<file path="src/rtl/l1_cache_ctrl_fsm_if.sv">
// Request/response bundle between the CPU port, the tag/data SRAM controls and the DRAM port
// of the L1 cache controller. The controller uses the slave modport.
interface l1_cache_ctrl_fsm_if;
    logic cache_cs;
    logic cache_we;
    logic cache_ack;
    logic cache_hit;
    logic cache_valid;
    logic cache_dirty_i;
    logic sram_we;
    logic cache_dirty_o;
    logic cpu_sel;
    logic dram_sel;
    logic dram_cs;
    logic dram_we;
    logic dram_ack;

    modport master (
        output cache_cs, cache_we, cache_hit, cache_valid, cache_dirty_i, dram_ack,
        input  cache_ack, sram_we, cache_dirty_o, cpu_sel, dram_sel, dram_cs, dram_we
    );

    modport slave (
        input  cache_cs, cache_we, cache_hit, cache_valid, cache_dirty_i, dram_ack,
        output cache_ack, sram_we, cache_dirty_o, cpu_sel, dram_sel, dram_cs, dram_we
    );
endinterface

</file>
<file path="src/rtl/l1_cache_ctrl_fsm.sv">
// Sequencing FSM for a direct-mapped write-back L1 data cache: hit/miss decision, dirty
// victim write-back, line refill from DRAM, CPU acknowledge and saturating perf counters.
module l1_cache_ctrl_fsm #(
    parameter int CNT_WIDTH = 32
) (
    input  logic                 clk,
    input  logic                 rst,
    l1_cache_ctrl_fsm_if.slave   bus,
    output logic [CNT_WIDTH-1:0] hit_cnt,
    output logic [CNT_WIDTH-1:0] miss_cnt,
    output logic [CNT_WIDTH-1:0] wb_cnt
);

    typedef enum logic [1:0] {
        IDLE      = 2'd0,
        COMPARE   = 2'd1,
        WRITEBACK = 2'd2,
        ALLOCATE  = 2'd3
    } state_t;

    localparam int CNT_HIT  = 0;
    localparam int CNT_MISS = 1;
    localparam int CNT_WB   = 2;

    state_t state_q, state_d;
    logic   refill_q, refill_d;
    logic [2:0] cnt_inc;
    logic [CNT_WIDTH-1:0] cnt_q [3];
    logic [CNT_WIDTH-1:0] cnt_d [3];

    always_comb begin
        state_d           = state_q;
        refill_d          = refill_q;
        cnt_inc           = 3'b000;
        bus.cache_ack     = 1'b0;
        bus.sram_we       = 1'b0;
        bus.cache_dirty_o = 1'b0;
        bus.cpu_sel       = 1'b0;
        bus.dram_sel      = 1'b0;
        bus.dram_cs       = 1'b0;
        bus.dram_we       = 1'b0;

        case (state_q)
            IDLE: begin
                if (bus.cache_cs) begin
                    state_d = COMPARE;
                end
            end
            COMPARE: begin
                if (!bus.cache_cs) begin
                    state_d  = IDLE;
                    refill_d = 1'b0;
                end else if (bus.cache_hit) begin
                    bus.cache_ack = 1'b1;
                    if (bus.cache_we) begin
                        bus.sram_we       = 1'b1;
                        bus.cache_dirty_o = 1'b1;
                    end
                    // The re-compare after a refill is not a genuine hit.
                    if (refill_q) begin
                        refill_d = 1'b0;
                    end else begin
                        cnt_inc[CNT_HIT] = 1'b1;
                    end
                    state_d = IDLE;
                end else begin
                    cnt_inc[CNT_MISS] = 1'b1;
                    if (bus.cache_valid && bus.cache_dirty_i) begin
                        cnt_inc[CNT_WB] = 1'b1;
                        state_d         = WRITEBACK;
                    end else begin
                        state_d = ALLOCATE;
                    end
                end
            end
            WRITEBACK: begin
                bus.dram_cs  = 1'b1;
                bus.dram_we  = 1'b1;
                bus.dram_sel = 1'b1;
                if (bus.dram_ack) begin
                    state_d = ALLOCATE;
                end
            end
            ALLOCATE: begin
                bus.dram_cs = 1'b1;
                if (bus.dram_ack) begin
                    bus.sram_we = 1'b1;
                    bus.cpu_sel = 1'b1;
                    refill_d    = 1'b1;
                    state_d     = COMPARE;
                end
            end
            default: begin
                state_d = IDLE;
            end
        endcase
    end

    always_ff @(posedge clk) begin
        if (rst) begin
            state_q  <= IDLE;
            refill_q <= 1'b0;
        end else begin
            state_q  <= state_d;
            refill_q <= refill_d;
        end
    end

    // Counters saturate at all-ones rather than wrapping.
    for (genvar gi = 0; gi < 3; gi++) begin : g_cnt
        always_comb begin
            cnt_d[gi] = cnt_q[gi];
            if (cnt_inc[gi] && (cnt_q[gi] != {CNT_WIDTH{1'b1}})) begin
                cnt_d[gi] = cnt_q[gi] + CNT_WIDTH'(1);
            end
        end

        always_ff @(posedge clk) begin
            if (rst) begin
                cnt_q[gi] <= '0;
            end else begin
                cnt_q[gi] <= cnt_d[gi];
            end
        end
    end

    assign hit_cnt  = cnt_q[CNT_HIT];
    assign miss_cnt = cnt_q[CNT_MISS];
    assign wb_cnt   = cnt_q[CNT_WB];

endmodule

</file>
<file path="src/flat_wrapper.sv">
// flat-port wrapper written by rule: the top's interface ports become plain ports
module l1_cache_ctrl_fsm_flat 
#(
    parameter int CNT_WIDTH = 32
)
  (clk, rst, hit_cnt, miss_cnt, wb_cnt, bus_cache_cs, bus_cache_we, bus_cache_hit, bus_cache_valid, bus_cache_dirty_i, bus_dram_ack, bus_cache_ack, bus_sram_we, bus_cache_dirty_o, bus_cpu_sel, bus_dram_sel, bus_dram_cs, bus_dram_we);
  l1_cache_ctrl_fsm_if bus_i ();
  input  logic clk;
  input  logic rst;
  output logic [CNT_WIDTH-1:0] hit_cnt;
  output logic [CNT_WIDTH-1:0] miss_cnt;
  output logic [CNT_WIDTH-1:0] wb_cnt;
  input wire logic [$bits(bus_i.cache_cs)-1:0] bus_cache_cs;
  input wire logic [$bits(bus_i.cache_we)-1:0] bus_cache_we;
  input wire logic [$bits(bus_i.cache_hit)-1:0] bus_cache_hit;
  input wire logic [$bits(bus_i.cache_valid)-1:0] bus_cache_valid;
  input wire logic [$bits(bus_i.cache_dirty_i)-1:0] bus_cache_dirty_i;
  input wire logic [$bits(bus_i.dram_ack)-1:0] bus_dram_ack;
  output wire logic [$bits(bus_i.cache_ack)-1:0] bus_cache_ack;
  output wire logic [$bits(bus_i.sram_we)-1:0] bus_sram_we;
  output wire logic [$bits(bus_i.cache_dirty_o)-1:0] bus_cache_dirty_o;
  output wire logic [$bits(bus_i.cpu_sel)-1:0] bus_cpu_sel;
  output wire logic [$bits(bus_i.dram_sel)-1:0] bus_dram_sel;
  output wire logic [$bits(bus_i.dram_cs)-1:0] bus_dram_cs;
  output wire logic [$bits(bus_i.dram_we)-1:0] bus_dram_we;
  assign bus_i.cache_cs = bus_cache_cs;
  assign bus_i.cache_we = bus_cache_we;
  assign bus_i.cache_hit = bus_cache_hit;
  assign bus_i.cache_valid = bus_cache_valid;
  assign bus_i.cache_dirty_i = bus_cache_dirty_i;
  assign bus_i.dram_ack = bus_dram_ack;
  assign bus_cache_ack = bus_i.cache_ack;
  assign bus_sram_we = bus_i.sram_we;
  assign bus_cache_dirty_o = bus_i.cache_dirty_o;
  assign bus_cpu_sel = bus_i.cpu_sel;
  assign bus_dram_sel = bus_i.dram_sel;
  assign bus_dram_cs = bus_i.dram_cs;
  assign bus_dram_we = bus_i.dram_we;
  l1_cache_ctrl_fsm #(.CNT_WIDTH(CNT_WIDTH)) u_core (.clk(clk), .rst(rst), .bus(bus_i), .hit_cnt(hit_cnt), .miss_cnt(miss_cnt), .wb_cnt(wb_cnt));
endmodule
</file>
<file path="config.mk">
export PLATFORM = sky130hd
export DESIGN_NAME = l1_cache_ctrl_fsm_flat
export DESIGN_NICKNAME = d
export VERILOG_FILES = /design/src/rtl/l1_cache_ctrl_fsm_if.sv /design/src/rtl/l1_cache_ctrl_fsm.sv /design/src/flat_wrapper.sv
export SDC_FILE = /design/constraint.sdc
export NUM_CORES = 1
export LEC_CHECK = 0
export ABC_AREA = 1
export CAP_MARGIN = 20
export CORE_MARGIN = 5
export CORE_UTILIZATION = 40
export CTS_CLUSTER_SIZE = 16
export DETAILED_ROUTE_END_ITERATION = 7
export RECOVER_POWER = 25
export SYNTH_ARGS = -nofsm -noshare
export SYNTH_HDL_FRONTEND = slang
export SYNTH_SLANG_ARGS = --single-unit
export TNS_END_PERCENT = 50
</file>
<file path="constraint.sdc">
create_clock -name clk -period 1.9 [get_ports clk]
set_input_delay 0.475 -clock clk [delete_from_list [all_inputs] [get_ports clk]]
set_output_delay 0.475 -clock clk [all_outputs]
set_load 0.01 [all_outputs]
</file>
==> results of run 1 <==
sequential cells by signal, indices dropped and copies added, names as in the netlist:
register / cells
u_core.cnt_q: 96
u_core.refill_q: 1
u_core.state_q: 2
cell type report:
class                   count  area [um^2]  area share [%]
multi-input cells         787         3647           45.07
flip-flops and latches     99         2004           24.77
repair buffers            173         1575           19.47
inverters                  86        322.8           3.989
clock buffers              11        252.7           3.123
well taps                 184        230.2           2.845
clock inverters             5        60.06          0.7421
cell families after synthesis:
| logic type | count (synthesis) | synth area share [%] |
|---|---|---|
| AND/OR/NAND/NOR | 670 | 47.44 |
| flip-flops | 99 | 33.01 |
| adder cells (fa/ha/maj) | 7 | 1.459 |
| XOR/XNOR | 12 | 1.751 |
| AO/OA/AOI/OAI | 97 | 8.274 |
| buffers and inverters | 112 | 8.066 |
per-stage QoR:
step	setup TNS, ns	hold slack, ns	setup slack, ns
global placement	-22.46	0.5096	-0.5481
CTS	-0.01195	0.5239	-0.01195
finish	-0.001965	0.5207	-0.001965
detailed placement	-23.03	0.5103	-0.5594
global route	-0.04865	0.5331	-0.02940
floorplan	0	0.4784	0.2271
worst max-delay path, stage by stage:
cell	delay [ns]
clkdlybuf4s50_1	0.53
nand2_1	0.12
inv_2	0.08
clkdlybuf4s15_2	0.22
synthesized netlist by cell type (all sizes together):
master  number  area share (%)
nand2      275              18
nor2       255              17
nand3      101             8.4
dfxtp       99              33
inv         86             5.4
a21oi       79             6.6
buf         21             2.4
nand4       21             2.2
o21ai       13             1.1
xor2        10             1.5
nor3         8            0.67
ha           7             1.5
and2         5            0.52
clkbuf       5            0.31
a31oi        4            0.42
nand3b       3            0.58
or2          2            0.21
xnor2        2            0.29
o21bai       1            0.13
timing repair:
action / in CTS / in global routing
hold buffers: 0 / 0
resized for setup: 37 / 41
cloned: 0 / 1
setup endpoints to repair: 10 / 82
buffers inserted: 2 / 3
pin swaps: 0 / 9
final timing paths:
| kind | start | end | slack [ns] | cells past startpoint |
|---|---|---|---|---|
| setup / recovery | bus_dram_ack | bus_cpu_sel | -0.002 | 4 |
| hold / removal | u_core.cnt_q[2][2]$_SDFFE_PP0P_ | u_core.cnt_q[2][2]$_SDFFE_PP0P_ | 0.52 | 2 |
| setup reg to reg | u_core.cnt_q[0][10]$_SDFFE_PP0P_ | u_core.cnt_q[0][1]$_SDFFE_PP0P_ | 0.12 | 9 |
| hold reg to reg | u_core.cnt_q[2][2]$_SDFFE_PP0P_ | u_core.cnt_q[2][2]$_SDFFE_PP0P_ | 0.52 | 2 |
power by group through the flow:
stage / registers [uW] / clock network [uW] / logic, uW
global route: 2090 / 2080 / 282
global placement: 2140 / 0 / 239
CTS: 2090 / 2000 / 248
floorplan: 2140 / 0 / 125
detailed placement: 2140 / 0 / 241
finish: 2090 / 1950 / 252
layout by cell type, fill, tap and decap left out, types with 12 or more instances in the layout:
master           instances
a21oi_1                 78
buf_4                   59
clkdlybuf4s50_1         99
dfxtp_1                 83
dfxtp_2                 15
inv_1                   80
nand2_1                265
nand3_1                 97
nand4_1                 21
nor2_1                 230
nor2_2                  15
o21ai_0                 12
layer usage:
metal,vias to the layer above,track usage (%),wire length [um]
li1,3497,-,-
met1,2984,28.02,8914
met2,189,30.66,7962
met3,23,3.569,971
met4,0,7.564,355
met5,-,0,0
==> out/results.tsv, run 1 <==
stage	metric	value	unit
outcome	status	finished, violations left	
outcome	violations	negative setup slack	
sta	setup_viol	1	
grt	first_global_vias	5995	
drt	drt_iter0_drc	434	
grt	grt_pass1_wl	29280	um
critical_path	startpoint_type	primary input	
layout	diodes	0	
drt	ant_nets	0	
logic_synthesis	syn_nets	1012	
floorplanning	start_util	40.99	%
critical_path	required	1.42	ns
power	ir_drop	0.0003863	V
floorplanning	core-area	14640	um^2
floorplanning	io_pins	111	
sta	timing.fmax	525.8	MHz
place	post_dp_cell_area	7649	um^2
layout	design_area	8093	um^2
sta	clock-skew-final	0.005965	ns
sta	final_max_slew_viol_count	0	
floorplanning	num_rows	44	
grt	track_usage	20.00	%
drt	drc_errors	0	
logic_synthesis	ys_seq_elements	99	
floorplanning	die_area	17560	um^2
place	place_congestion	0.8693	
power	pwr-share-clk	45.4	%
cts	clockRootBuffer	clkbuf_16	
cts	cts_sinks	99	
logic_synthesis	syn_area_per_cell	6.021	um^2
logic_synthesis	ys_types	29	
layout	stdcell_count	1345	
power	leakagePower	0.003130	uW
worst_hold_path	holdCritPathClass	flop to flop	
logic_synthesis	ys.warnings.count	0	
drt	drt_first_pass_iters	5	
critical_path	cp_max_fo	2	
floorplanning	die_w	132.5	um
layout	fin_util	55.26	%
power	p_int	3292	uW
place	placed_cells	1325	
layout	area_growth	34.81	%
sta	tightestPinTransition	0.3501	ns
place	dp_hpwl	13690	um
flow_run	maxCapViolCount	0	
sta	rsz0062_at_grt	yes	
drt	wire_per_inst	13.53	um
grt	grt_max_degree	50	
logic_synthesis	synth_cells	997	
grt	overflow	0	
critical_path	cp.arrival	1.43	ns
power	p_comb_share	5.9	%
cts	cts.clk_slew.worst_paths	0.07	ns
sta	relSlewSlack	76.41	%
sta	post-route-period-util	100.1	%
cts	cts_tree	built	
sta	period_minus_slack	1.902	ns
place	port_buffers	110	
cts	h-tree-depth	3	
drt	vias	6693	
logic_synthesis	syn_area	6003	um^2
sta	setup_ws	-0.001965	ns
cts	numCtsBuffers	9	
critical_path	crit_type	primary input to output pin	
layout	fillers	1494	
cts	cts.path.max_buffers	2	
drt	vias_per_cell	4.976	
power	finalPower	4288	uW
critical_path	crit_path_end_kind	output pin	
drt	routed_wirelength	18200	um
layout	layout-drive-gt1-share	13.44	%
sta	hold_violations	0	
power	power_frac_seq	48.8	%
grt	antenna_found_initial	0	
cts	insertion_delay	0.35	ns
power	powerDensity	529.8	nW/um^2
power	netSwitchingFraction	23.23	%
logic_synthesis	synth-seq-area-share	33.01	%
power	p_switching	996.1	uW
floorplanning	fp.dieH	132.5	um
layout	final_nets	1171	
(Power assumes the default switching activity.)
==> run 2, diff against run 1 <==
SETUP_SLACK_MARGIN = 0.3   (was unset)
==> out/results.tsv, run 2 (same netlist as run 1, synthesis figures left out) <==
stage	metric	value	unit
outcome	status	finished clean	
drt	ant_nets	0	
drt	routed_wirelength	19380	um
grt	overflow	0	
sta	hold_violations	0	
worst_hold_path	worstHoldStart	u_core.cnt_q[0][3]$_SDFFE_PP0P_	
critical_path	path_cells	buf_6, ha_4, or2_4, buf_6	
place	dp_slack	-0.4441	ns
critical_path	reg2reg_from	u_core.state_q[1]$_SDFFE_PP0P_	
sta	setup_ws	0.07377	ns
drt	drc_errors	0	
floorplanning	core-area	14640	um^2
drt	vias_per_cell	5.026	
drt	drt_iter0_drc	413	
layout	area_growth	51.00	%
layout	top_regs	u_core.cnt_q: 96 flops, u_core.state_q: 2 flops, u_core.refill_q: 1 flops	
floorplanning	die_w	132.5	um
floorplanning	io_pins	111	
critical_path	crit_path_frequent_cell	buf_6	
sta	timing.fmax	547.6	MHz
cts	ctsHoldBuffers	0	
worst_hold_path	holdPathStages	2	
cts	numCtsBuffers	9	
power	ir_drop	0.0004413	V
layout	final_nets	1196	
cts	cts_sinks	99	
sta	post-route-period-util	96.12	%
layout	design_area	9065	um^2
grt	track_usage	19.88	%
cts	h-tree-depth	3	
critical_path	crit_path_end_kind	output pin	
layout	layout_commonest_cell	nand2_1	
cts	clockRootBuffer	clkbuf_16	
sta	relSlewSlack	77.29	%
sta	clock-skew-final	0.006522	ns
place	place_congestion	0.8811	
worst_hold_path	holdCritPathClass	flop to flop	
critical_path	cp.arrival	1.35	ns
floorplanning	die_area	17560	um^2
layout	layout-drive-gt1-share	25.80	%
sta	setup_tns	0	ns
place	port_buffers	110	
power	leakagePower	0.003924	uW
drt	vias	6890	
cts	cts.path.max_buffers	2	
critical_path	max_stage_delay	0.37	ns
floorplanning	fp.dieH	132.5	um
critical_path	required	1.42	ns
floorplanning	start_util	40.99	%
drt	drt_first_pass_iters	6	
critical_path	r2r_slack	0.10	ns
sta	timing.hold.ws	0.5019	ns
drt	wire_per_inst	14.14	um
grt	antenna_found_initial	0	
critical_path	r2r_cells	11	
worst_hold_path	holdPathEnd	u_core.cnt_q[0][3]$_SDFFE_PP0P_	
grt	grt_max_degree	51	
flow_run	maxCapViolCount	0	
place	post_dp_cell_area	7632	um^2
sta	final_max_slew_viol_count	0	
place	dp_hpwl	13540	um
floorplanning	num_rows	44	
critical_path	cp_max_fo	4	
critical_path	crit_type	flop to output pin	
grt	first_global_vias	5920	
layout	mostFrequentLayoutCells	nand2_1 (244), nor2_1 (188), nand3_1 (82), dlygate4sd2_1 (77), inv_1 (73)	
cts	cts.clk_slew.worst_paths	0.07	ns
cts	cts_tree	built	
layout	top_register	u_core.cnt_q	
layout	largest_reg_flops	96	
sta	rsz0062_at_grt	yes	
critical_path	slowest_stage	dfxtp_4	
sta	tightestPinTransition	0.3371	ns
sta	period_minus_slack	1.826	ns
critical_path	startpoint_type	flop	
cts	insertion_delay	0.36	ns
critical_path	r2r_end	u_core.cnt_q[1][22]$_SDFFE_PP0P_	
power	powerDensity	494.2	nW/um^2
sta	setup_viol	0	
grt	grt_pass1_wl	29170	um
## run 2: cell count changes in the layout (fill, tap and decap cells not counted), moves of 10 or more
cell	delta
nor2_4	+25
dlygate4sd2_1	+75
nor2_1	-42
nand2_1	-21
nand3_2	+13
clkdlybuf4s50_1	-83
buf_6	+24
nand2_4	+10
nor2_2	+17
dfxtp_1	-23
dfxtp_2	+17
nand3_1	-15
## run 2: per-stage QoR
stage                     util [%]  power [uW]  std cells
after floorplan                  -        2266        997
after global placement       52.12        2371       1320
after detailed placement     52.12        2372       1320
after CTS                    55.55        4503       1341
after global routing         61.88        4627       1370
final                        61.90        4480       1371
## run 2: metal layers
layer  track usage, %  part of all wire (%)  up-vias
li1                 -                     -     3562
met1            27.47                    48     3113
met2            31.00                    45      192
met3            3.531                   5.0       23
met4            7.506                   1.5        0
met5                0                     0        -
## run 2: worst max path at each step
stage | from | to | slack (ns) | cells past startpoint
2_1_floorplan | u_core.state_q[1]$_SDFFE_PP0P_ | u_core.cnt_q[1][28]$_SDFFE_PP0P_ | 0.30 | 10
3_3_place_gp | bus_cache_hit | bus_sram_we | -0.43 | 4
3_5_place_dp | bus_cache_hit | bus_sram_we | -0.44 | 4
4_1_cts | u_core.state_q[1]$_SDFFE_PP0P_ | bus_cache_ack | 0.05 | 5
5_1_grt | u_core.cnt_q[0][0]$_SDFFE_PP0P_ | u_core.cnt_q[0][15]$_SDFFE_PP0P_ | 0.02 | 10
6_report | u_core.state_q[1]$_SDFFE_PP0P_ | bus_dram_cs | 0.07 | 4
## run 2: timing repair
item | in CTS | in global routing
endpoints found under the setup margin | 198 | 132
buffers inserted | 4 | 22
gates resized for setup | 201 | 219
gates cloned | 1 | 7
pin swaps | 11 | 67
## run 2: power by group
group / switching [uW] / internal (uW) / total, uW
Clock: 866 / 1240 / 2100
Sequential: 13.9 / 2080 / 2090
Combinational: 156 / 132 / 288
## run 2: critical path: cells and delay by family (launching register included)
family / cells / cell delay, ns
flops: 1 / 0.37
simple gates: 1 / 0.24
buf+inv: 2 / 0.24
fa+ha+maj: 1 / 0.15
## run 2: cell type report
type | count | area, um^2
fill | 1395 | 5579
multi-input combinational | 788 | 4235
sequential | 99 | 2048
timing repair buffer | 197 | 1881
inverter | 86 | 332.8
clock buffer | 11 | 252.7
tap | 184 | 230.2
clock inverter | 5 | 82.58
antenna | 1 | 2.502
==> run 3, diff against run 2 <==
CORE_UTILIZATION = 30   (was 40)
==> out/results.tsv, run 3 (same netlist as run 1, synthesis figures left out) <==
stage	metric	value	unit
cts	cts_tree	built	
layout	largest_reg_flops	96	
cts	clockRootBuffer	clkbuf_16	
sta	final_max_slew_viol_count	0	
critical_path	crit_path_end_kind	output pin	
floorplanning	die_area	22940	um^2
sta	tightestPinTransition	0.4072	ns
floorplanning	io_pins	111	
critical_path	crit_path_frequent_cell	buf_6	
critical_path	cp_max_fo	3	
layout	design_area	9965	um^2
sta	period_minus_slack	1.823	ns
place	place_congestion	0.8589	
layout	layout-drive-gt1-share	37.74	%
power	ir_drop	0.0004333	V
cts	numCtsBuffers	9	
worst_hold_path	holdCritPathClass	flop to flop	
grt	grt_pass1_wl	32350	um
critical_path	slowest_stage	dfxtp_2	
grt	grt_max_degree	47	
sta	relSlewSlack	72.65	%
floorplanning	start_util	30.64	%
critical_path	required	1.42	ns
grt	first_global_vias	6545	
sta	hold_violations	0	
critical_path	crit_type	flop to output pin	
sta	setup_viol	0	
sta	clock-skew-final	0.008688	ns
grt	track_usage	17.38	%
layout	mostFrequentLayoutCells	nand2_1 (232), nor2_1 (174), inv_1 (69), dfxtp_2 (68), buf_4 (55)	
drt	vias_per_cell	4.865	
cts	insertion_delay	0.36	ns
place	dp_slack	-0.5886	ns
drt	ant_nets	0	
power	powerDensity	446.2	nW/um^2
sta	setup_ws	0.07654	ns
place	port_buffers	110	
power	leakagePower	0.004370	uW
critical_path	max_stage_delay	0.33	ns
place	dp_hpwl	14170	um
layout	layout_commonest_cell	nand2_1	
drt	drt_iter0_drc	431	
grt	overflow	0	
layout	area_growth	65.99	%
drt	drc_errors	0	
critical_path	path_cells	buf_6, ha_4, or2_4, buf_6	
flow_run	maxCapViolCount	0	
sta	setup_tns	0	ns
sta	timing.fmax	548.4	MHz
cts	h-tree-depth	3	
place	post_dp_cell_area	7771	um^2
floorplanning	core-area	19590	um^2
grt	antenna_found_initial	0	
cts	cts.clk_slew.worst_paths	0.07	ns
layout	top_regs	u_core.cnt_q: 96 flops, u_core.state_q: 2 flops, u_core.refill_q: 1 flops	
cts	ctsHoldBuffers	0	
drt	drt_first_pass_iters	6	
outcome	status	finished clean	
cts	cts.path.max_buffers	2	
sta	rsz0062_at_grt	yes	
drt	routed_wirelength	21450	um
sta	post-route-period-util	95.97	%
floorplanning	die_w	151.5	um
cts	cts_sinks	99	
drt	wire_per_inst	14.60	um
layout	final_nets	1213	
sta	timing.hold.ws	0.5035	ns
floorplanning	fp.dieH	151.5	um
critical_path	cp.arrival	1.35	ns
floorplanning	num_rows	51	
layout	top_register	u_core.cnt_q	
critical_path	startpoint_type	flop	
drt	vias	7146	
[run 3: changes by cell type in the layout (fill, tap and decap cells not counted), sizes merged]
cell,delta
clkbuf,+2
inv,-1
buf,+19
bufbuf,-1
clkdlybuf4s25,+10
clkdlybuf4s50,-12
dlygate4sd2,-29
clkdlybuf4s15,+6
dlymetal6s2s,+20
clkinv,+2
clkinvlp,+1
[run 3: final cells by class]
| type | count | area, um^2 |
|---|---|---|
| Timing Repair Buffer | 214 | 2127 |
| Fill cell | 1910 | 9625 |
| Antenna cell | 1 | 2.502 |
| Multi-Input combinational cell | 788 | 4733 |
| Inverter | 86 | 337.8 |
| Tap cell | 265 | 331.6 |
| Sequential cell | 99 | 2108 |
| Clock buffer | 9 | 225.2 |
| Clock inverter | 7 | 98.84 |
[run 3: repair_timing]
| item | 4_1_cts | 5_1_grt |
|---|---|---|
| pin swaps | 40 | 116 |
| resized for setup | 240 | 356 |
| buffers inserted | 22 | 16 |
| cloned | 5 | 3 |
| endpoints found under the setup margin | 199 | 156 |
[run 3: through the flow]
step	utilization [%]	std cells	total power, uW
2_1_floorplan	-	997	2266
3_3_place_gp	39.67	1406	2373
3_5_place_dp	39.67	1406	2376
4_1_cts	44.23	1449	4469
5_1_grt	50.85	1468	4608
6_report	50.87	1469	4446
[run 3: metal layers]
layer  up-vias  track usage, %  wire length [um]
li1       3603               -                 -
met1      3311           22.64              9079
met4         0           4.714               435
met5         -               0                 0
met3        39           3.629              1286
met2       193           29.18             10650
[run 3: critical path: cells and delay by family (launching register included)]
kind | cells | cell delay, ns
AND/OR/NAND/NOR | 1 | 0.24
adder cells (fa/ha/maj) | 1 | 0.17
flip-flops | 1 | 0.33
buffers and inverters | 2 | 0.24
[run 3: worst paths after layout]
path                                 endpoint  slack [ns]                       startpoint  cells after the start
max                               bus_dram_cs        0.08   u_core.state_q[1]$_SDFFE_PP0P_                      4
max reg2reg  u_core.cnt_q[0][22]$_SDFFE_PP0P_        0.08  u_core.cnt_q[0][0]$_SDFFE_PP0P_                     10
min reg2reg   u_core.cnt_q[2][6]$_SDFFE_PP0P_        0.50  u_core.cnt_q[2][6]$_SDFFE_PP0P_                      2
min           u_core.cnt_q[2][6]$_SDFFE_PP0P_        0.50  u_core.cnt_q[2][6]$_SDFFE_PP0P_                      2
[run 3: power breakdown]
group | switching (uW) | total [uW] | internal (uW)
logic | 174 | 317 | 143
clock network | 879 | 2040 | 1170
registers | 14.8 | 2080 | 2070
==> RTL change (settings of run 1) <==
Re-encode `state_t` (4 states) as Gray code, 2 bits wide.
--- a/src/rtl/l1_cache_ctrl_fsm.sv
+++ b/src/rtl/l1_cache_ctrl_fsm.sv
@@ -13,8 +13,8 @@
 
     typedef enum logic [1:0] {
-        IDLE      = 2'd0,
-        COMPARE   = 2'd1,
-        WRITEBACK = 2'd2,
-        ALLOCATE  = 2'd3
+        IDLE      = 2'b00,
+        COMPARE   = 2'b01,
+        WRITEBACK = 2'b11,
+        ALLOCATE  = 2'b10
     } state_t;
 
Formal check against the unedited RTL: same outputs for any inputs over 10 cycles, from zero or initial values and one cycle with rst high; not proved beyond that.
==> RTL change against run 1 <==
  * Sequential cell count unchanged
  * Design area increased by 5.8%
  * Via count increased by 2.6%
  * Synthesized cell count decreased by 0.40%
  * First-iteration DRC count increased by 7.1%
  * Setup slack improved by 0.012 ns
  * Wire length increased by 3.7%
  * Area after synthesis increased by 1.9%
Power is not compared: it rests on default switching activity, and its combinational part moved more than twofold at a synthesized area within 25%.
==> RTL change: results (changes against run 1) <==
INFO  metric status = complete, no violations
INFO  metric grt.met3_usage = 2.83% (-0.74 points)
INFO  metric hold_sp = u_core.cnt_q[0][3]$_SDFFE_PP0P_
INFO  metric synth.top_cells.by_area = sky130_fd_sc_hd__dfxtp_1, sky130_fd_sc_hd__nand2_1, sky130_fd_sc_hd__nor2_1
INFO  metric critical_path.max_stage_delay = 0.33 ns (-0.20 ns)
INFO  metric rr_endpoint = u_core.cnt_q[2][23]$_SDFFE_PP0P_
INFO  metric grt_pass1_wl = 30,100 um (+2.9%)
INFO  metric synth_fp_nets = 1,008 (-0.40%)
INFO  metric yosys.cell_types.count = 34 (+17%)
INFO  metric holdPathEnd = u_core.cnt_q[0][3]$_SDFFE_PP0P_
INFO  metric post_synth_top_cells = sky130_fd_sc_hd__nand2_1, sky130_fd_sc_hd__nor2_1, sky130_fd_sc_hd__dfxtp_1
INFO  metric design.final.nets = 1,221 (+4.3%)
INFO  metric place_congestion = 0.921 (+5.9%)
INFO  metric timing.slew.headroom = 72.4% (-4.0 points)
INFO  metric final.hold.worst_slack = 0.508 ns (-0.0128 ns)
INFO  metric vias_in_the_first_global_route = 6,102 (+1.8%)
INFO  metric r2r_start = u_core.state_q[1]$_SDFFE_PP0P_
INFO  metric cp_slowest_cell = sky130_fd_sc_hd__dfxtp_2
INFO  metric maximum_number_of_pins_on_one_net_before_global_route_repair = 51 (+2.0%)
INFO  metric reg2reg_slack = 0.05 ns (-0.07 ns)
INFO  metric drtIter0Drc = 465 (+7.1%)
INFO  metric critical_path_arrival = 1.41 ns (-0.02 ns)
INFO  metric seq_area_frac_synth = 32.4% (-0.60 points)
INFO  metric remaining_drc_errors = 0 (unchanged)
INFO  metric gr-usage-met2 = 32.8% (+2.1 points)
INFO  metric skew = 0.00356 ns (-0.00240 ns)
INFO  metric detail_route.first_pass.iterations = 5 (unchanged)
INFO  metric final_layout_size_suffix_gt1_share = 16.6% (+3.2 points)
INFO  metric grtUsageTotal = 20.7% (+0.70 points)
INFO  metric vdd.ir_drop.worst = 0.396 mV
INFO  metric vias_per_cell = 4.91 (-1.3%)
INFO  metric number_of_cells_traversed_by_the_worst_register_to_register_path = 12 (+3)
RTL change: kinds of logic after synthesis:
kind of cell | count (synthesis) | synth area share (%)
xor gates and xnor gates | 10 | 1.43
AOI/OAI and AO/OA | 81 | 6.86
adders and majority gates | 7 | 1.43
and+or+nand+nor | 675 | 49.0
DFF | 99 | 32.4
buffers and inverters | 121 | 8.84
RTL change: repair_timing:
item	in CTS	in global routing
buffers inserted	1	3
endpoints found under the setup margin	8	76
gates resized for setup	42	33
cloned	0	2
hold endpoints to repair	0	0
pin swaps	4	5
RTL change: worst max-delay path: cells and delay by family (launching register included):
kind | cells | cell delay (ns)
fa+ha+maj | 1 | 0.15
flops | 1 | 0.33
simple gates | 2 | 0.16
buf+inv | 5 | 0.42
RTL change: final cells by class:
type	instances	area, um^2
timing repair buffer	223	1950
fill	1568	6530
clock buffer	10	229
multi-input combinational	775	3710
sequential	99	1990
inverter	98	368
clock inverter	5	78.8
tap	188	235
RTL change: worst max-delay path by stage:
stage | to | start | cells after the start | slack, ns
after floorplan | bus_sram_we | u_core.state_q[1]$_SDFFE_PP0P_ | 6 | 0.06
after global placement | bus_sram_we | bus_cache_hit | 6 | -0.65
after detailed placement | bus_sram_we | bus_cache_cs | 6 | -0.69
after CTS | bus_dram_sel | u_core.state_q[0]$_SDFFE_PP0P_ | 4 | -0.04
after global routing | bus_sram_we | u_core.state_q[1]$_SDFFE_PP0P_ | 7 | -0.08
final | bus_cache_dirty_o | u_core.state_q[1]$_SDFFE_PP0P_ | 8 | 0.01
RTL change: layer usage:
metal / up-vias / routed length (um)
met5: - / 0
li1: 3602 / -
met4: 0 / 329
met3: 20 / 809
met2: 180 / 8430
met1: 3067 / 9320
RTL change: through the flow:
| step | utilization (%) | total power, uW | cells | setup WS, ns |
|---|---|---|---|---|
| after floorplan | - | 2430 | 993 | 0.0599 |
| after global placement | 53.9 | 2690 | 1377 | -0.650 |
| after detailed placement | 53.9 | 2690 | 1377 | -0.694 |
| after CTS | 56.4 | 4730 | 1393 | -0.0376 |
| after global routing | 56.7 | 4860 | 1398 | -0.0821 |
| final | 56.7 | 4690 | 1398 | 0.0101 |
RTL change: power breakdown:
| part | switching (uW) | internal [uW] | leakage [uW] |
|---|---|---|---|
| sequential | 23.6 | 2110 | 0.000799 |
| combinational | 302 | 270 | 0.00247 |
| clock | 842 | 1150 | 0.000152 |
